**config.mk**
```make
export PLATFORM = sky130hd
export DESIGN_NAME = instr_fetch_flat
export DESIGN_NICKNAME = d
export VERILOG_FILES = /design/src/rtl/instr_fetch_if.sv /design/src/rtl/instr_fetch.sv /design/src/flat_wrapper.sv
export SDC_FILE = /design/constraint.sdc
export NUM_CORES = 1
export LEC_CHECK = 0
export CAP_MARGIN = 10
export CORE_MARGIN = 2
export CORE_UTILIZATION = 40
export CTS_BUF_LIST = sky130_fd_sc_hd__clkbuf_8
export DETAILED_ROUTE_END_ITERATION = 8
export GPL_ROUTABILITY_DRIVEN = 0
export PLACE_DENSITY_LB_ADDON = 0.15
export SKIP_LAST_GASP = 1
export SYNTH_ARGS = -nofsm -noshare
export SYNTH_HDL_FRONTEND = slang
export SYNTH_SLANG_ARGS = --single-unit
```
**constraint.sdc**
```tcl
create_clock -name clk -period 2.4 [get_ports clk]
set_clock_uncertainty 0.05 [all_clocks]
set_input_delay 0.48 -clock clk [delete_from_list [all_inputs] [get_ports clk]]
set_output_delay 0.48 -clock clk [all_outputs]
set_load 0.03 [all_outputs]
```
**src/rtl/instr_fetch_if.sv**
```systemverilog
// Bundle between the fetch unit, instruction memory (imem*), the branch unit
// (redirect*) and the decode stage (instr*).
interface instr_fetch_if;
  logic        imemReq;
  logic [31:0] imemAddr;
  logic        imemAck;
  logic [31:0] imemData;
  logic        redirect;
  logic [31:0] redirectPC;
  logic        instrValid;
  logic [31:0] instr;
  logic [31:0] instrPC;
  logic [5:0]  opcode;
  logic [5:0]  funct;
  logic        instrReady;
  logic        misaligned;

  modport master (
    output imemReq, imemAddr,
    input  imemAck, imemData,
    input  redirect, redirectPC,
    output instrValid, instr, instrPC, opcode, funct,
    input  instrReady,
    output misaligned
  );

  modport slave (
    input  imemReq, imemAddr,
    output imemAck, imemData,
    output redirect, redirectPC,
    input  instrValid, instr, instrPC, opcode, funct,
    output instrReady,
    input  misaligned
  );
endinterface

```
**src/rtl/instr_fetch.sv**
```systemverilog
// Instruction fetch unit: one outstanding imem request, DEPTH-entry prefetch queue.
// Define FETCH_ALIGN_CHECK_EN to flag misaligned redirect targets instead of truncating them.
module instr_fetch #(
  parameter logic [31:0] RESET_PC = 32'h0000_3000,
  parameter int          DEPTH    = 4
) (
  input  logic          clk,
  input  logic          rst_n,
  instr_fetch_if.master bus
);
  localparam int AW = $clog2(DEPTH);
  localparam int CW = AW + 1;

  logic [31:0]   fetch_pc_reg, fetch_pc_next;
  logic [31:0]   addr_reg, addr_next;
  logic          pending_reg, pending_next;
  logic          squash_reg, squash_next;
  logic          misaligned_reg, misaligned_next;
  logic [AW-1:0] head_reg, head_next;
  logic [AW-1:0] tail_reg, tail_next;
  logic [CW-1:0] count_reg, count_next;
  logic [31:0]   pc_mem   [DEPTH];
  logic [31:0]   word_mem [DEPTH];

  logic          ack_fire;
  logic          push;
  logic          pop;
  logic          target_bad;
  logic [31:0]   target_pc;
  logic [31:0]   head_word;

`ifdef FETCH_ALIGN_CHECK_EN
  assign target_bad = (bus.redirectPC[1:0] != 2'b00);
  assign target_pc  = bus.redirectPC;
`else
  assign target_bad = 1'b0;
  assign target_pc  = {bus.redirectPC[31:2], 2'b00};
`endif

  always_comb begin
    ack_fire        = pending_reg & bus.imemAck;
    pop             = (count_reg != '0) & bus.instrReady;
    // A response is only kept if it was not squashed and no redirect flushes it now.
    push            = ack_fire & ~squash_reg & ~bus.redirect;
    fetch_pc_next   = fetch_pc_reg;
    addr_next       = addr_reg;
    pending_next    = pending_reg;
    squash_next     = squash_reg;
    misaligned_next = misaligned_reg;
    head_next       = head_reg;
    tail_next       = tail_reg;
    count_next      = count_reg;

    if (bus.redirect) begin
      head_next       = '0;
      tail_next       = '0;
      count_next      = '0;
      fetch_pc_next   = target_pc;
      misaligned_next = target_bad;
      squash_next     = pending_reg & ~bus.imemAck;
    end else begin
      if (push) begin
        tail_next     = tail_reg + 1'b1;
        fetch_pc_next = fetch_pc_reg + 32'd4;
      end
      if (pop) begin
        head_next = head_reg + 1'b1;
      end
      count_next = count_reg + CW'(push) - CW'(pop);
      if (ack_fire) begin
        squash_next = 1'b0;
      end
    end

    // Issue only when the next response is guaranteed a free slot.
    if (!pending_reg || bus.imemAck) begin
      pending_next = (count_next < CW'(DEPTH)) & ~misaligned_next;
      addr_next    = fetch_pc_next;
    end
  end

  always_ff @(posedge clk or negedge rst_n) begin
    if (!rst_n) begin
      fetch_pc_reg   <= RESET_PC;
      addr_reg       <= RESET_PC;
      pending_reg    <= 1'b0;
      squash_reg     <= 1'b0;
      misaligned_reg <= 1'b0;
      head_reg       <= '0;
      tail_reg       <= '0;
      count_reg      <= '0;
      for (int i = 0; i < DEPTH; i++) begin
        pc_mem[i]   <= '0;
        word_mem[i] <= '0;
      end
    end else begin
      fetch_pc_reg   <= fetch_pc_next;
      addr_reg       <= addr_next;
      pending_reg    <= pending_next;
      squash_reg     <= squash_next;
      misaligned_reg <= misaligned_next;
      head_reg       <= head_next;
      tail_reg       <= tail_next;
      count_reg      <= count_next;
      if (push) begin
        pc_mem[tail_reg]   <= addr_reg;
        word_mem[tail_reg] <= bus.imemData;
      end
    end
  end

  assign head_word      = word_mem[head_reg];
  assign bus.imemReq    = pending_reg;
  assign bus.imemAddr   = addr_reg;
  assign bus.instrValid = (count_reg != '0);
  assign bus.instr      = head_word;
  assign bus.instrPC    = pc_mem[head_reg];
  assign bus.opcode     = head_word[31:26];
  assign bus.funct      = head_word[5:0];
  assign bus.misaligned = misaligned_reg;
endmodule

```
**src/flat_wrapper.sv**
```systemverilog
// flat-port wrapper written by rule: the top's interface ports become plain ports
module instr_fetch_flat 
#(
  parameter logic [31:0] RESET_PC = 32'h0000_3000,
  parameter int          DEPTH    = 4
)
  (clk, rst_n, bus_imemReq, bus_imemAddr, bus_imemAck, bus_imemData, bus_redirect, bus_redirectPC, bus_instrValid, bus_instr, bus_instrPC, bus_opcode, bus_funct, bus_instrReady, bus_misaligned);
  instr_fetch_if bus_i ();
  input  logic clk;
  input  logic rst_n;
  output wire logic [$bits(bus_i.imemReq)-1:0] bus_imemReq;
  output wire logic [$bits(bus_i.imemAddr)-1:0] bus_imemAddr;
  input wire logic [$bits(bus_i.imemAck)-1:0] bus_imemAck;
  input wire logic [$bits(bus_i.imemData)-1:0] bus_imemData;
  input wire logic [$bits(bus_i.redirect)-1:0] bus_redirect;
  input wire logic [$bits(bus_i.redirectPC)-1:0] bus_redirectPC;
  output wire logic [$bits(bus_i.instrValid)-1:0] bus_instrValid;
  output wire logic [$bits(bus_i.instr)-1:0] bus_instr;
  output wire logic [$bits(bus_i.instrPC)-1:0] bus_instrPC;
  output wire logic [$bits(bus_i.opcode)-1:0] bus_opcode;
  output wire logic [$bits(bus_i.funct)-1:0] bus_funct;
  input wire logic [$bits(bus_i.instrReady)-1:0] bus_instrReady;
  output wire logic [$bits(bus_i.misaligned)-1:0] bus_misaligned;
  assign bus_imemReq = bus_i.imemReq;
  assign bus_imemAddr = bus_i.imemAddr;
  assign bus_i.imemAck = bus_imemAck;
  assign bus_i.imemData = bus_imemData;
  assign bus_i.redirect = bus_redirect;
  assign bus_i.redirectPC = bus_redirectPC;
  assign bus_instrValid = bus_i.instrValid;
  assign bus_instr = bus_i.instr;
  assign bus_instrPC = bus_i.instrPC;
  assign bus_opcode = bus_i.opcode;
  assign bus_funct = bus_i.funct;
  assign bus_i.instrReady = bus_instrReady;
  assign bus_misaligned = bus_i.misaligned;
  instr_fetch #(.RESET_PC(RESET_PC), .DEPTH(DEPTH)) u_core (.clk(clk), .rst_n(rst_n), .bus(bus_i));
endmodule
```
==> flow_summary.json <==
{
  "status": "finished, violations left",
  "violations": "setup timing",
  "crit_family": "multiplexers",
  "drv_cap": 0,
  "syn-num-nets": 1052,
  "synth.area.top_cells": "dfrtp_1 55%, mux2_2 21%, mux4_2 9.8%",
  "vias": 9115,
  "rsz0062_at_grt": "true",
  "grt_pass1_wl_um": 56700,
  "grt_max_degree": 59,
  "cp_slowest_cell": "mux4_2",
  "worst_ep_arrival_time_ns": 2.18,
  "clockBufferDepth": 3,
  "setup_viol": 76,
  "start_util_pct": 40.4,
  "cp-start-kind": "flop",
  "cts_buffers": 57,
  "cp_cell_sequence": "buf_12, mux4_2, clkdlybuf4s15_2",
  "io_pins": 180,
  "die_y_um": 196,
  "netlist_instances": 975,
  "worst_slew_pin_slew_ns": 0.542,
  "critPathCaptureType": "output port",
  "grt-ovfl-total": 0,
  "ant_nets": 0,
  "path_max_fanout": 15,
  "cpPeakStageDelay_ns": 0.55,
  "first_pass_iters": 4,
  "drc": 0,
  "power.leakage_nw": 8.87,
  "area_growth_pct": 30.0,
  "die_w_um": 196,
  "postLayoutSetupSlackWorst_ns": -0.307,
  "clk_pin_slew_worst_paths_ns": 0.07,
  "ys_seq_elements": 330,
  "antenna_found_initial": 0,
  "fillerInstances": 3140,
  "syn_area_per_cell_sq_um": 15.1,
  "port-buffer-count": 177,
  "wire_per_inst_um": 20.4,
  "async_reset_ff_share_pct": 100,
  "fmax_ghz": 0.369,
  "yosysWarnings": 0,
  "post-dp-hpwl_um": 23300,
  "initialDrtViolationCount": 351,
  "clkSinkCount": 330,
  "netlist_area_sq_um": 14700,
  "routed_wl_um": 35500,
  "synth_top_area_share_pct": 55.4,
  "reg_top3": "u_core.pc_mem x128, u_core.word_mem x128",
  "grt_pass1_vias": 9887,
  "grt.total_usage_pct": 19.0,
  "drv_slew": 0,
  "htreeDepth": 2,
  "synth_top_cell_by_area": "dfrtp_1",
  "hold_viol_final": 0,
  "die-area_sq_um": 38300,
  "drive_gt1_share_pct": 48.0,
  "synth_flop_cell": "dfrtp_1",
  "crit_type": "reg -> out",
  "cp_num_buf_inv": 2,
  "core_sq_um": 36400,
  "peakVddDrop_uv": 580,
  "rows": 70,
  "n_antenna_cell": 0,
  "clk_latency_ns": 0.64,
  "viasPerCell": 5.22,
  "hp-class": "in -> reg",
  "slew_headroom_pct": 63.9,
  "min_period_ns": 2.71,
  "synth.distinct_cells": 45,
  "ys_seq_area_share_pct": 56.2,
  "synth-edff-count": 0,
  "powerDensity_nw_per_um2": 1260,
  "finalPower_w": 0.0241,
  "cts_tree": "done",
  "cts-root-buf": "clkbuf_8",
  "final.period_utilization_pct": 113,
  "fin_util_pct": 52.5,
  "cp.required_ns": 1.87,
  "nNetsFinal": 1305
}
## Yosys cell counts, drive strengths merged, types with 9 or more instances
| cell type | instances |
|---|---|
| nand3 | 9 |
| nor2 | 31 |
| clkbuf | 22 |
| mux4 | 64 |
| mux2 | 277 |
| xnor2 | 19 |
| nand2 | 36 |
| buf | 46 |
| dfrtp | 326 |
| xor2 | 15 |
| nand4 | 13 |
| a221o | 16 |
| inv | 10 |
| and3 | 22 |
## area by class of cell
cell class,count,area [sq um],area share [%]
sequential,330,8270,43.3
multi-input combinational,566,6120,32.0
timing repair buffer,262,2890,15.1
clock buffer,72,991,5.18
tap,468,586,3.06
clock inverter,36,214,1.12
inverter,11,41.3,0.216
## through the flow
| step | instance area (sq um) | TNS (ns) | cells | setup WS (ns) | hold WS, ns |
|---|---|---|---|---|---|
| 2_1_floorplan | 14700 | 0 | 975 | 0.0179 | 0.134 |
| 3_3_place_gp | 17600 | -45.16 | 1622 | -0.368 | 0.422 |
| 3_5_place_dp | 17600 | -51.17 | 1622 | -0.362 | 0.418 |
| 4_1_cts | 18900 | -24.56 | 1742 | -0.395 | 0.167 |
| 5_1_grt | 19100 | -25.00 | 1745 | -0.401 | 0.207 |
| 6_report | 19100 | -17.98 | 1745 | -0.307 | 0.230 |
## per-layer routing
layer	track usage (%)	routed length, um
met4	6.37	734
met2	30.8	16900
met5	0	0
met3	3.64	1660
met1	26.0	16200
## cell families (layout without fill, tap and decap cells)
kind of cell | Yosys count | after routing | share of synthesized area (%)
buffers and inverters | 79 | 381 | 2.61
XOR/XNOR | 34 | 34 | 2.02
adder cells (fa/ha/maj) | 8 | 8 | 0.731
multiplexers | 344 | 344 | 31.2
AND/OR/NAND/NOR | 143 | 143 | 5.36
flip-flops | 330 | 330 | 56.2
AO/OA/AOI/OAI | 37 | 37 | 1.91
## cells in the final DEF (no fill, tap or decap), types with 4 or more instances in the layout
cell type / instances
nor2b_1: 4
nand2_1: 32
clkdlybuf4s15_2: 14
buf_16: 4
nor2_1: 31
xor2_1: 15
nand3_1: 9
buf_12: 26
mux2_2: 277
dfrtp_1: 324
and3_1: 22
nor3_1: 5
buf_6: 58
dfstp_2: 4
a21oi_1: 7
clkbuf_8: 72
clkdlybuf4s50_1: 72
ha_1: 5
a221o_1: 16
nand2_4: 4
o21ai_0: 7
nand4_1: 13
mux4_2: 64
clkinv_2: 8
dlygate4sd2_1: 23
inv_1: 32
buf_4: 55
xnor2_1: 19
buf_8: 4
## power by group
part | switching (W) | internal [W]
Clock | 0.00236 | 0.00292
Sequential | 0.00112 | 0.00734
Combinational | 0.00500 | 0.00535
## worst paths after layout
path | slack, ns | start | cells past startpoint | endpoint
worst max-delay path | -0.31 | u_core.head_reg[0] | 3 | bus_instr[17]
worst min-delay path | 0.23 | bus_redirect | 3 | u_core.count_reg[0]
worst max register to register | 0.11 | u_core.fetch_pc_reg[3] | 7 | u_core.bus.imemAddr[24]
worst min register to register | 0.45 | u_core.pc_mem[14] | 1 | u_core.pc_mem[14]
max in group asynchronous | 1.27 | rst_n | 3 | u_core.bus.imemAddr[12]
min in group asynchronous | 0.32 | rst_n | 2 | u_core.word_mem[122]
## tightest hold or removal path: stages
cell,delay (ns)
buf_2,0.12
buf_4,0.21
nor2b_1,0.06
## timing repair
item | 4_1_cts | 5_1_grt
setup buffers | 8 | 3
gates resized for setup | 318 | 85
endpoints found under the hold margin | 46 | 0
hold buffers | 1 | 0
cloned | 3 | 0
endpoints found under the setup margin | 100 | 89
pin swaps | 0 | 3
No activity file was read; power rests on OpenSTA's default activity.
